`src/rtl/seq_detector_param.sv`:
```
// Serial pattern detector with a runtime-loadable pattern and overlapping or non-overlapping match modes.
// Optional match counter with a saturation flag, built only when SEQDET_COUNT_EN is defined.
module seq_detector_param #(
  parameter int unsigned         PAT_LEN     = 4,
  parameter logic [PAT_LEN-1:0]  PAT_DEFAULT = 4'b1011,
  parameter int unsigned         COUNT_W     = 8
) (
  input  logic               clk,
  input  logic               rst,
  input  logic               SIn,
  input  logic               en,
  input  logic               ovl,
  input  logic               load,
  input  logic [PAT_LEN-1:0] pattern_in,
  output logic               detected,
  output logic [COUNT_W-1:0] match_count,
  output logic               cnt_sat
);

  localparam int unsigned        FILL_W    = $clog2(PAT_LEN + 1);
  localparam logic [FILL_W-1:0]  FILL_FULL = FILL_W'(PAT_LEN);

  logic [PAT_LEN-1:0] pattern;
  logic [PAT_LEN-1:0] hist;
  logic [PAT_LEN-1:0] hist_nxt;
  logic [FILL_W-1:0]  fill;
  logic [FILL_W-1:0]  fill_nxt;
  logic               match_c;

  // Look-ahead of the history after this edge's bit; the match is judged on that view.
  always_comb begin
    hist_nxt = {hist[PAT_LEN-2:0], SIn};
    fill_nxt = (fill == FILL_FULL) ? FILL_FULL : fill + FILL_W'(1);
    match_c  = en && !load && (hist_nxt == pattern) && (fill_nxt == FILL_FULL);
  end

  always_ff @(posedge clk) begin
    if (!rst) begin
      pattern  <= PAT_DEFAULT;
      hist     <= '0;
      fill     <= '0;
      detected <= 1'b0;
    end else if (load) begin
      pattern  <= pattern_in;
      hist     <= '0;
      fill     <= '0;
      detected <= 1'b0;
    end else if (en) begin
      hist     <= hist_nxt;
      // Non-overlapping mode demands a full set of fresh bits after each match.
      fill     <= (match_c && !ovl) ? '0 : fill_nxt;
      detected <= match_c;
    end else begin
      detected <= 1'b0;
    end
  end

`ifdef SEQDET_COUNT_EN
  localparam logic [COUNT_W-1:0] CNT_MAX = '1;

  logic [COUNT_W-1:0] cnt_q;
  logic               sat_q;

  // Saturating match counter; the sticky flag marks a match lost to saturation.
  always_ff @(posedge clk) begin
    if (!rst || load) begin
      cnt_q <= '0;
      sat_q <= 1'b0;
    end else if (match_c) begin
      if (cnt_q == CNT_MAX) begin
        sat_q <= 1'b1;
      end else begin
        cnt_q <= cnt_q + COUNT_W'(1);
      end
    end
  end

  assign match_count = cnt_q;
  assign cnt_sat     = sat_q;
`else
  assign match_count = '0;
  assign cnt_sat     = 1'b0;
`endif

endmodule

```
`config.mk`:
```
export PLATFORM = sky130hd
export DESIGN_NAME = seq_detector_param
export DESIGN_NICKNAME = d
export VERILOG_FILES = /design/src/rtl/seq_detector_param.sv
export SDC_FILE = /design/constraint.sdc
export NUM_CORES = 1
export LEC_CHECK = 0
export CELL_PAD_IN_SITES_DETAIL_PLACEMENT = 1
export CELL_PAD_IN_SITES_GLOBAL_PLACEMENT = 1
export CORE_MARGIN = 2
export CORE_UTILIZATION = 32
export DETAILED_ROUTE_END_ITERATION = 10
export PLACE_DENSITY_LB_ADDON = 0.05
export SKIP_LAST_GASP = 1
export SLEW_MARGIN = 20
export SYNTH_ARGS = -nofsm -noshare
export SYNTH_HDL_FRONTEND = slang
export SYNTH_SLANG_ARGS = --single-unit
```
`constraint.sdc`:
```
create_clock -name clk -period 2.4 [get_ports clk]
set_clock_uncertainty 0.1 [all_clocks]
set_input_delay 0.24 -clock clk [delete_from_list [all_inputs] [get_ports clk]]
set_output_delay 0.24 -clock clk [all_outputs]
set_load 0.005 [all_outputs]
```
== Word level (Yosys, flattened, before mapping) ==
Index checks and enable logic that the tools add are counted.
Cells by class
  reductions and logical operators: 8
  div/mod/pow operators: 0
  shift-type cells: 0
  mux-type cells: 2
  add/subtract/negate cells: 1
  bitwise gates (word level): 2
  multiply operators: 0
  magnitude comparators: 0
  equality and inequality tests: 3
Operator list (number)
  3-bit == test, second input constant: 2
  3-bit 2-to-1 mux: 2
  4-bit == test: 1
  1-bit logical AND: 4
  3-bit by 1-bit adder with 3-bit output, second input constant: 1
  3-bit OR reduction: 1
  1-bit zero test: 2
  1-bit inverter: 2
  2-bit OR reduction: 1
Word-level totals
  flip-flop bits (word level): 11
  bits in latches: 0
  logic and storage cells: 20
  input port bits: 10
  bits in read-only memories: 0
  memories: 0
  memory bits (writable): 0

== Logic depth before layout (Yosys ltp) ==
Gate-level depths: netlist of the first run.
  depth in word-level cells: 6
  mapped depth: 5

== Worst setup path after synthesis of the first run ==
OpenSTA, ideal clock, no wires.
  path kind: register to register
  start point: reg fill[0]
  end point: reg fill[2]
  arrival time: 1.337 ns
  required time: 2.180 ns
  cell stages (with the launch flop): 6
  library setup time: 0.120 ns
  setup slack: 0.844 ns
  path buffers: 0
  cell sequence: dfxtp_1 inv_1 ha_1 a21oi_1 or4_4 o31a_1
Between the ends
  longest elaborated chain between the ends: 6
  elaborated cells between the ends (all ways): 7
  those cells by class: add/sub: 1; eq/ne: 2; mux: 2; reduce/logical: 2
Ends and longest elaborated chain
  start, declared: RTL line 26  | logic [FILL_W-1:0] fill;
  start signal, assigned: RTL line 51  | fill <= (match_c && !ovl) ? '0 : fill_nxt;
  3-bit by 1-bit adder with 3-bit output / 3-bit == test (equally long branches): RTL line 33  | fill_nxt = (fill == FILL_FULL) ? FILL_FULL : fill + FILL_W'(1);
  3-bit 2-to-1 mux *: RTL line 33
  3-bit == test: RTL line 34  | match_c = en && !load && (hist_nxt == pattern) && (fill_nxt == FILL_FULL);
  1-bit logical AND: RTL line 34
  1-bit logical AND: RTL line 51
  3-bit 2-to-1 mux *: RTL line 51
Every way passes the cells marked *; elsewhere a longest branch is shown, timed or not.
A chain may end at the register's enable or synchronous reset.

== Worst setup path in the final report of the first run ==
Same ends and word-level chain as after synthesis.

==> results of run 1 <==
-- routing by layer --
layer	GRT usage	vias up	part of all wire
li1	-	212	-
met1	0.143	193	0.46
met2	0.192	20	0.47
met3	0.0471	0	0.073
met4	0.0333	0	0
met5	0	-	0
-- worst paths after layout --
| kind | start | endpoint | slack [ns] | cells after the start |
|---|---|---|---|---|
| hold reg to reg | pattern[1] | pattern[1] | 0.40 | 2 |
| setup reg to reg | fill[0] | fill[2] | 0.74 | 5 |
| hold / removal | pattern[1] | pattern[1] | 0.40 | 2 |
| setup / recovery | fill[0] | fill[2] | 0.74 | 5 |
-- power groups by stage --
stage / sequential, µW / combinational, µW / clock, µW
3_5_place_dp: 197 / 49.2 / 0
6_report: 193 / 48.5 / 123
3_3_place_gp: 197 / 48.4 / 0
5_1_grt: 193 / 55.1 / 139
2_1_floorplan: 196 / 37.7 / 0
4_1_cts: 193 / 49.3 / 131
-- cells in the mapped netlist --
| cell | count | area share |
|---|---|---|
| and4b_1 | 1 | 0.017 |
| or4_4 | 1 | 0.019 |
| nor2_1 | 5 | 0.032 |
| ha_1 | 2 | 0.043 |
| a21oi_1 | 2 | 0.017 |
| nand2b_1 | 1 | 0.011 |
| nor3_1 | 2 | 0.017 |
| nor2b_1 | 1 | 0.011 |
| o31a_1 | 1 | 0.015 |
| inv_1 | 3 | 0.019 |
| nand3b_1 | 1 | 0.013 |
| dfxtp_1 | 11 | 0.38 |
| o2111ai_1 | 1 | 0.015 |
| clkbuf_1 | 2 | 0.013 |
| or3_1 | 1 | 0.011 |
| xor2_1 | 4 | 0.060 |
| buf_4 | 9 | 0.12 |
| a21o_1 | 1 | 0.013 |
| nand2_1 | 3 | 0.019 |
| mux2i_1 | 9 | 0.15 |
| conb_1 | 1 | 0.0064 |
-- sequential cells by signal, summed over array words and instances, names as in the netlist --
| register | flops |
|---|---|
| detected | 1 |
| fill | 3 |
| hist | 3 |
| pattern | 4 |
-- through the flow --
stage	worst slack, ns	total power [µW]	instances	area, µm²	hold slack, ns
final	0.735	365	99	703	0.400
after global routing	0.645	388	99	703	0.452
after CTS	0.730	373	99	703	0.409
after detailed placement	0.628	246	95	677	0.391
after global placement	0.645	246	95	677	0.387
after floorplan	0.844	234	70	613	0.202
-- critical path, delay by kind of cell, from the launching register on --
kind                       cells  cell delay, ns
AOI/OAI and AO/OA              2            0.39
adders and majority gates      1            0.18
buffers and inverters          1            0.06
DFF                            1            0.33
and+or+nand+nor                1            0.50
-- final cells by class --
cell class | count | share of cell area
Tap cell | 25 | 0.0445
Timing Repair Buffer | 11 | 0.153
Clock buffer | 4 | 0.0374
Sequential cell | 11 | 0.313
Multi-Input combinational cell | 45 | 0.436
Inverter | 3 | 0.0160
-- logic make-up (layout without fill, tap and decap cells) --
family / after synthesis / after routing / share of synthesized area
simple gates: 16 / 16 / 0.150
flops: 11 / 11 / 0.378
other cells: 1 / 9 / 0.00643
xor+xnor: 4 / 4 / 0.0601
compound gates: 5 / 5 / 0.0601
fa+ha+maj: 2 / 2 / 0.0429
buf+inv: 14 / 18 / 0.148
mux: 9 / 9 / 0.155
==> flow_metrics.env, run 1 <==
export IMPL_status="finished, final reports clean"
export IMPL_rows=15
export IMPL_clk_pin_slew_ns=0.07
export IMPL_grt_pass1_wl_um=1770
export IMPL_cts_made_buffers=3
export IMPL_clkPwrFrac=0.338
export IMPL_drv_cap=0
export IMPL_setup_worst_path_start_class="flop"
export IMPL_slowest_delay_ns=0.50
export IMPL_groute_usage_overall=0.118
export IMPL_syn_area_um2=583
export IMPL_cts_resized=0
export IMPL_regArea_um2=220
export IMPL_insertion_delay_ns=0.26
export IMPL_synthCells=62
export IMPL_tns_ns=0
export IMPL_wl_um=1050
export IMPL_pwr_share_comb=0.133
export IMPL_first_pass_iters=4
export IMPL_wl_per_cell_um=10.6
export IMPL_dp_hpwl_um=844
export IMPL_worst_setup_path_type="reg2reg"
export IMPL_internal_power_uw=280
export IMPL_power_frac_seq=0.529
export IMPL_crit_slowest_cell="or4_4"
export IMPL_p_leak_uw=0.000310
export IMPL_synth_seq_cells=11
export IMPL_finalSetupViolations=0
export IMPL_grt_setup_unrepaired="no"
export IMPL_port_buffers=10
export IMPL_critPathArrivalTime_ns=1.72
export IMPL_antenna_found_initial=0
export IMPL_grt_pass1_vias=404
export IMPL_core_area_um2=1730
export IMPL_die_y_um=46.7
export IMPL_die_w_um=46.7
export IMPL_drc=0
export IMPL_post_route_util=0.407
export IMPL_ys_warn_count=0
export IMPL_yosys_cell_types_count=21
export IMPL_end_kind="flop"
export IMPL_multi_input_comb_area_um2=307
export IMPL_period_share=0.694
export IMPL_cellPowerDensity_nw_per_um2=518
export IMPL_antenna_cells=0
export IMPL_layout_common_cells="dfxtp_1 (11), clkdlybuf4s50_1 (10), mux2i_1 (9), conb_1 (9), nor2_1 (5)"
export IMPL_drt_initial_drc_count=4
export IMPL_period_needed_ns=1.66
export IMPL_fill_cells=209
export IMPL_hold_violations=0
export IMPL_worstPathRequired_ns=2.45
export IMPL_maxSlewViolCount=0
export IMPL_grt_overflow=0
export IMPL_area_growth_pct=20.6
export IMPL_crit_chain="inv_1, ha_1, a21oi_1, or4_4, o31a_1"
export IMPL_clock_path_buffers=2
export IMPL_ctsHtreeMaxLevel=1
export IMPL_via_per_inst=4.29
export IMPL_grt_max_degree=10
export IMPL_cts_setup_buffers=0
export IMPL_max_vdd_ir_drop_mv=0.281
export IMPL_p_switching_uw=85.0
export IMPL_io_pins=20
export IMPL_cts_tree="built"
export IMPL_ant_nets=0
export IMPL_gp_congestion=0.682
export IMPL_drive_gt1_frac=0.0676
export IMPL_hold_path_class="reg2reg"
export IMPL_switching_share=0.233
export IMPL_dieArea_um2=2180
export IMPL_nets=87
export IMPL_num_vias=425
export IMPL_clock_fmax_ghz=0.601
export IMPL_root_buffer="clkbuf_4"
export IMPL_layout_commonest_cell="dfxtp_1"
export IMPL_cts_sinks=11
export IMPL_postCtsHoldBufs=0
export IMPL_avgSynthCellArea_um2=9.40
export IMPL_start_util=0.338
export IMPL_ys_seq_area_frac=0.378
export IMPL_critical_path_max_fanout=4
(Power assumes the default switching activity.)
==> run 2: changes to the inputs <==
- CORE_UTILIZATION: 32 -> 31
- clock period: 2.4 -> 1.65 ns (I/O delays scaled with it)
==> run 2 against run 1 <==
Net effect: setup slack lost 0.67 ns; final cell count grew 4.0%; core utilization grew 2.3 points; sequential power grew 45%; first-iteration DRC count shrank 75%; via count grew 0.47%; critical path type unchanged; critical endpoint unchanged.
==> flow_metrics.env, run 2 (synthesis gave the netlist of run 1 again) <==
export IMPL_status="finished, final reports clean"
export IMPL_worst_setup_path_type="reg2reg"
export IMPL_grt_pass1_wl_um=1790
export IMPL_grt_pass1_vias=436
export IMPL_port_buffers=10
export IMPL_hold_path_class="in2reg"
export IMPL_gp_congestion=0.648
export IMPL_cts_sinks=11
export IMPL_antenna_cells=0
export IMPL_antenna_found_initial=0
export IMPL_rr_worst_depth=5
export IMPL_io_pins=20
export IMPL_switching_share=0.235
export IMPL_power_frac_seq=0.516
export IMPL_holdPathStages=3
export IMPL_power_total_uw=543
export IMPL_hold_violations=0
export IMPL_worst_slack_ns=0.0686
export IMPL_ant_nets=0
export IMPL_clk_pin_slew_ns=0.07
export IMPL_wl_per_cell_um=10.4
export IMPL_root_buffer="clkbuf_4"
export IMPL_layout_common_cells="dfxtp_1 (10), clkdlybuf4s50_1 (10), mux2i_1 (9), conb_1 (9)"
export IMPL_largest_reg_flops=4
export IMPL_core_area_um2=1750
export IMPL_ctsHtreeMaxLevel=1
export IMPL_pwr_share_comb=0.150
export IMPL_wl_um=1070
export IMPL_critPathArrivalTime_ns=1.64
export IMPL_postCtsHoldBufs=0
export IMPL_period_needed_ns=1.58
export IMPL_dp_hpwl_um=839
export IMPL_die_y_um=47.4
export IMPL_drive_gt1_frac=0.154
export IMPL_largest_register="pattern"
export IMPL_die_w_um=47.4
export IMPL_first_pass_iters=2
export IMPL_via_per_inst=4.15
export IMPL_max_vdd_ir_drop_mv=0.371
export IMPL_cts_setup_buffers=0
export IMPL_num_vias=427
export IMPL_drc=0
export IMPL_worstPathRequired_ns=1.71
export IMPL_post_route_util=0.430
export IMPL_tns_ns=0
export IMPL_clock_path_buffers=2
export IMPL_p_leak_uw=0.000332
export IMPL_cts_tree="built"
export IMPL_drv_cap=0
export IMPL_groute_usage_overall=0.118
export IMPL_setup_worst_path_start_class="flop"
export IMPL_grt_max_degree=7
export IMPL_cts_resized=0
export IMPL_cts_made_buffers=3
export IMPL_critical_path_max_fanout=3
export IMPL_nets=91
export IMPL_dieArea_um2=2240
export IMPL_grt_setup_unrepaired="no"
export IMPL_clkPwrFrac=0.334
export IMPL_maxSlewViolCount=0
export IMPL_end_kind="flop"
export IMPL_period_share=0.958
export IMPL_drt_initial_drc_count=1
export IMPL_pre_cts_slack_ns=-0.0436
export IMPL_start_util=0.334
export IMPL_cellPowerDensity_nw_per_um2=723
export IMPL_top_regs="pattern (4), fill (3), hist (3)"
export IMPL_insertion_delay_ns=0.27
export IMPL_grt_overflow=0
export IMPL_p_switching_uw=128
export IMPL_rows=15
export IMPL_finalSetupViolations=0
export IMPL_area_growth_pct=28.8
export IMPL_whs_ns=0.392
export IMPL_clock_fmax_ghz=0.632
export IMPL_internal_power_uw=415
[run 2: cell types whose count changed in the layout (fill, tap and decap cells not counted)]
cell     delta
ha_4        +1
a21oi_2     +1
buf_4       +4
dfxtp_2     +1
ha_1        -1
dfxtp_1     -1
a21oi_1     -1
[run 2: critical path: stages (launching register included)]
cell and delay [ns]:
dfxtp_2 0.33, inv_1 0.08, ha_4 0.14, a21oi_2 0.06, or4_4 0.49, o31a_1 0.28
[run 2: power groups by stage]
stage	registers, µW	logic [µW]	clock network, µW
2_1_floorplan	285	54.9	0
3_3_place_gp	287	77.9	0
3_5_place_dp	286	78.5	0
4_1_cts	280	79.0	192
5_1_grt	281	91.9	202
6_report	280	81.3	181
[run 2: worst paths after layout]
check | startpoint | end | slack, ns
hold reg to reg | pattern[0] | pattern[0] | 0.39
setup reg to reg | fill[1] | fill[2] | 0.07
hold / removal | pattern_in[1] | pattern[1] | 0.39
setup / recovery | fill[1] | fill[2] | 0.07
[run 2: routing by layer]
layer,up-vias,part of all wire,global-route usage
met5,-,0,0
met4,0,0,0.0667
met3,0,0.052,0.0346
met2,13,0.46,0.173
met1,192,0.48,0.153
li1,222,-,-
[run 2: final cells by class]
class	count	area (µm²)
fill	216	995
multi-input combinational	45	323
sequential	11	221
timing repair buffer	15	138
tap	25	31.3
clock buffer	4	26.3
inverter	3	11.3
[run 2: stage by stage]
stage	std cells	cell area, µm²
after global routing	103	751
after global placement	99	707
after detailed placement	99	707
after floorplan	70	613
final	103	751
after CTS	103	733
==> run 3: changes to the inputs <==
- ABC_AREA: default -> 1
- CORE_MARGIN: 2 -> 8
- CORE_UTILIZATION: 31 -> 29
==> run 3 against run 2 <==
Net effect: power rose by 3.1%; highest routed layer is now met4; clock power about the same; die area is 65% higher.
==> flow_metrics.env, run 3 <==
export IMPL_groute_usage_overall=0.0859
export IMPL_cts_sinks=11
export IMPL_yosys_cell_types_count=15
export IMPL_top_regs="pattern (4), fill (3), hist (3)"
export IMPL_layout_commonest_cell="nand2_1"
export IMPL_ys_warn_count=0
export IMPL_wl_met2_um=628
export IMPL_grt_max_degree=8
export IMPL_clk_pin_slew_ns=0.07
export IMPL_drc=0
export IMPL_dp_hpwl_um=1140
export IMPL_cts_setup_buffers=0
export IMPL_cts_made_buffers=3
export IMPL_tns_ns=0
export IMPL_wl_met3_um=129
export IMPL_postCtsHoldBufs=0
export IMPL_async_reset_ff_frac=0
export IMPL_power_total_uw=560
export IMPL_avgSynthCellArea_um2=7.18
export IMPL_top_layer="met4"
export IMPL_port_buffers=10
export IMPL_yosys_top_cells_area="dfxtp_1 (38%), buf_4 (12%), nand2_1 (9.7%)"
export IMPL_critPathArrivalTime_ns=1.57
export IMPL_wl_per_cell_um=10.7
export IMPL_dieArea_um2=3700
export IMPL_setup_worst_path_start_class="flop"
export IMPL_whs_ns=0.374
export IMPL_hold_path_class="in2reg"
export IMPL_cts_resized=0
export IMPL_period_needed_ns=1.51
export IMPL_grt_setup_unrepaired="no"
export IMPL_first_pass_iters=4
export IMPL_via_per_inst=4.23
export IMPL_antenna_cells=0
export IMPL_core_area_um2=1920
export IMPL_end_kind="flop"
export IMPL_rows=16
export IMPL_cellPowerDensity_nw_per_um2=770
export IMPL_synth_top_area_share=0.378
export IMPL_start_util=0.303
export IMPL_reg2reg_from="fill[0]"
export IMPL_period_share=0.918
export IMPL_drv_cap=0
export IMPL_clock_fmax_ghz=0.660
export IMPL_ant_nets=0
export IMPL_grt_pass1_wl_um=2320
export IMPL_root_buffer="clkbuf_4"
export IMPL_cts_tree="built"
export IMPL_critPathLaunch="fill[0]"
export IMPL_synth_ff_type="dfxtp_1"
export IMPL_wirelength_met1_um=556
export IMPL_nets=110
export IMPL_p_leak_uw=0.000340
export IMPL_grt_overflow=0
export IMPL_worstPathRequired_ns=1.71
export IMPL_syn_area_um2=582
export IMPL_critical_path_max_fanout=3
export IMPL_antenna_found_initial=0
export IMPL_instances_no_fill=124
export IMPL_synth_common_cells="nand2_1 (15), dfxtp_1 (11), inv_1 (11), buf_4 (9), nor2_1 (9)"
export IMPL_fill_cells=253
export IMPL_synth_area_leader_cell="dfxtp_1"
export IMPL_ys_seq_area_frac=0.378
export IMPL_maxSlewViolCount=0
export IMPL_synth_seq_cells=11
export IMPL_dp_cells=120
export IMPL_finalSetupViolations=0
export IMPL_grt_pass1_vias=560
export IMPL_drive_gt1_frac=0.0928
export IMPL_clock_path_buffers=2
export IMPL_synthCells=81
export IMPL_ctsHtreeMaxLevel=1
export IMPL_worst_setup_path_type="reg2reg"
export IMPL_drt_initial_drc_count=12
export IMPL_max_vdd_ir_drop_mv=0.341
export IMPL_insertion_delay_ns=0.26
export IMPL_wl_um=1330
export IMPL_largest_reg_flops=4
export IMPL_status="finished, final reports clean"
export IMPL_io_pins=20
export IMPL_num_vias=525
export IMPL_synth_edf_count=0
export IMPL_gp_congestion=0.692
export IMPL_hp_start="pattern_in[0]"
export IMPL_regArea_um2=220
export IMPL_die_y_um=60.8
export IMPL_largest_register="pattern"
export IMPL_layout_common_cells="nand2_1 (15), inv_1 (11), dfxtp_1 (11)"
export IMPL_synthMostInstantiatedCell="nand2_1"
export IMPL_hold_violations=0
export IMPL_area_growth_pct=24.9
export IMPL_die_w_um=60.8
export IMPL_multi_input_comb_area_um2=279
==> run 3: critical path, stage by stage, from the launching register on <==
cell and delay, ns:
dfxtp_1 0.36, inv_1 0.07, ha_1 0.33, nor3_2 0.16
nand2_1 0.09, nor2_2 0.10, nand3_1 0.08, nand2_1 0.06
a21oi_1 0.05
==> run 3: path summary, 6_finish.rpt <==
kind	to	slack, ns	depth (start not counted)
worst min-delay path	pattern[0]	0.37	3
worst min register to register	pattern[3]	0.38	2
worst max-delay path	fill[2]	0.14	8
worst max register to register	fill[2]	0.14	8
==> run 3: cell type report <==
class / instances / area share
Sequential cell: 11 / 0.303
Tap cell: 27 / 0.0465
Inverter: 12 / 0.0620
Multi-Input combinational cell: 57 / 0.384
Timing Repair Buffer: 13 / 0.169
Clock buffer: 4 / 0.0361
==> run 3: per-stage QoR <==
step | setup slack (ns) | instance area, µm² | util
after floorplan | 0.274 | 612 | -
after global placement | 0.219 | 701 | 0.365
after detailed placement | 0.154 | 701 | 0.365
after CTS | 0.140 | 727 | 0.378
after global routing | 0.00803 | 727 | 0.378
final | 0.136 | 727 | 0.378
==> run 3: cell families after synthesis <==
family | share of synthesized area
AOI/OAI and AO/OA | 0.116
xor gates and xnor gates | 0.0452
adders and majority gates | 0.0430
buffers and inverters | 0.194
DFF | 0.378
other | 0.00645
and+or+nand+nor | 0.217
==> run 3: report_power, final <==
| part | total [µW] | switching (µW) | internal [µW] | leakage [µW] |
|---|---|---|---|---|
| Combinational | 88.8 | 44.7 | 44.2 | 0.000234 |
| Sequential | 287 | 8.76 | 278 | 0.0000904 |
| Clock | 184 | 90.4 | 93.5 | 0.0000150 |
==> run 3: layer usage <==
metal | vias to the layer above | global-route usage
li1 | 268 | -
met1 | 239 | 0.0822
met2 | 16 | 0.140
met3 | 2 | 0.0508
met4 | 0 | 0.0498
met5 | - | 0
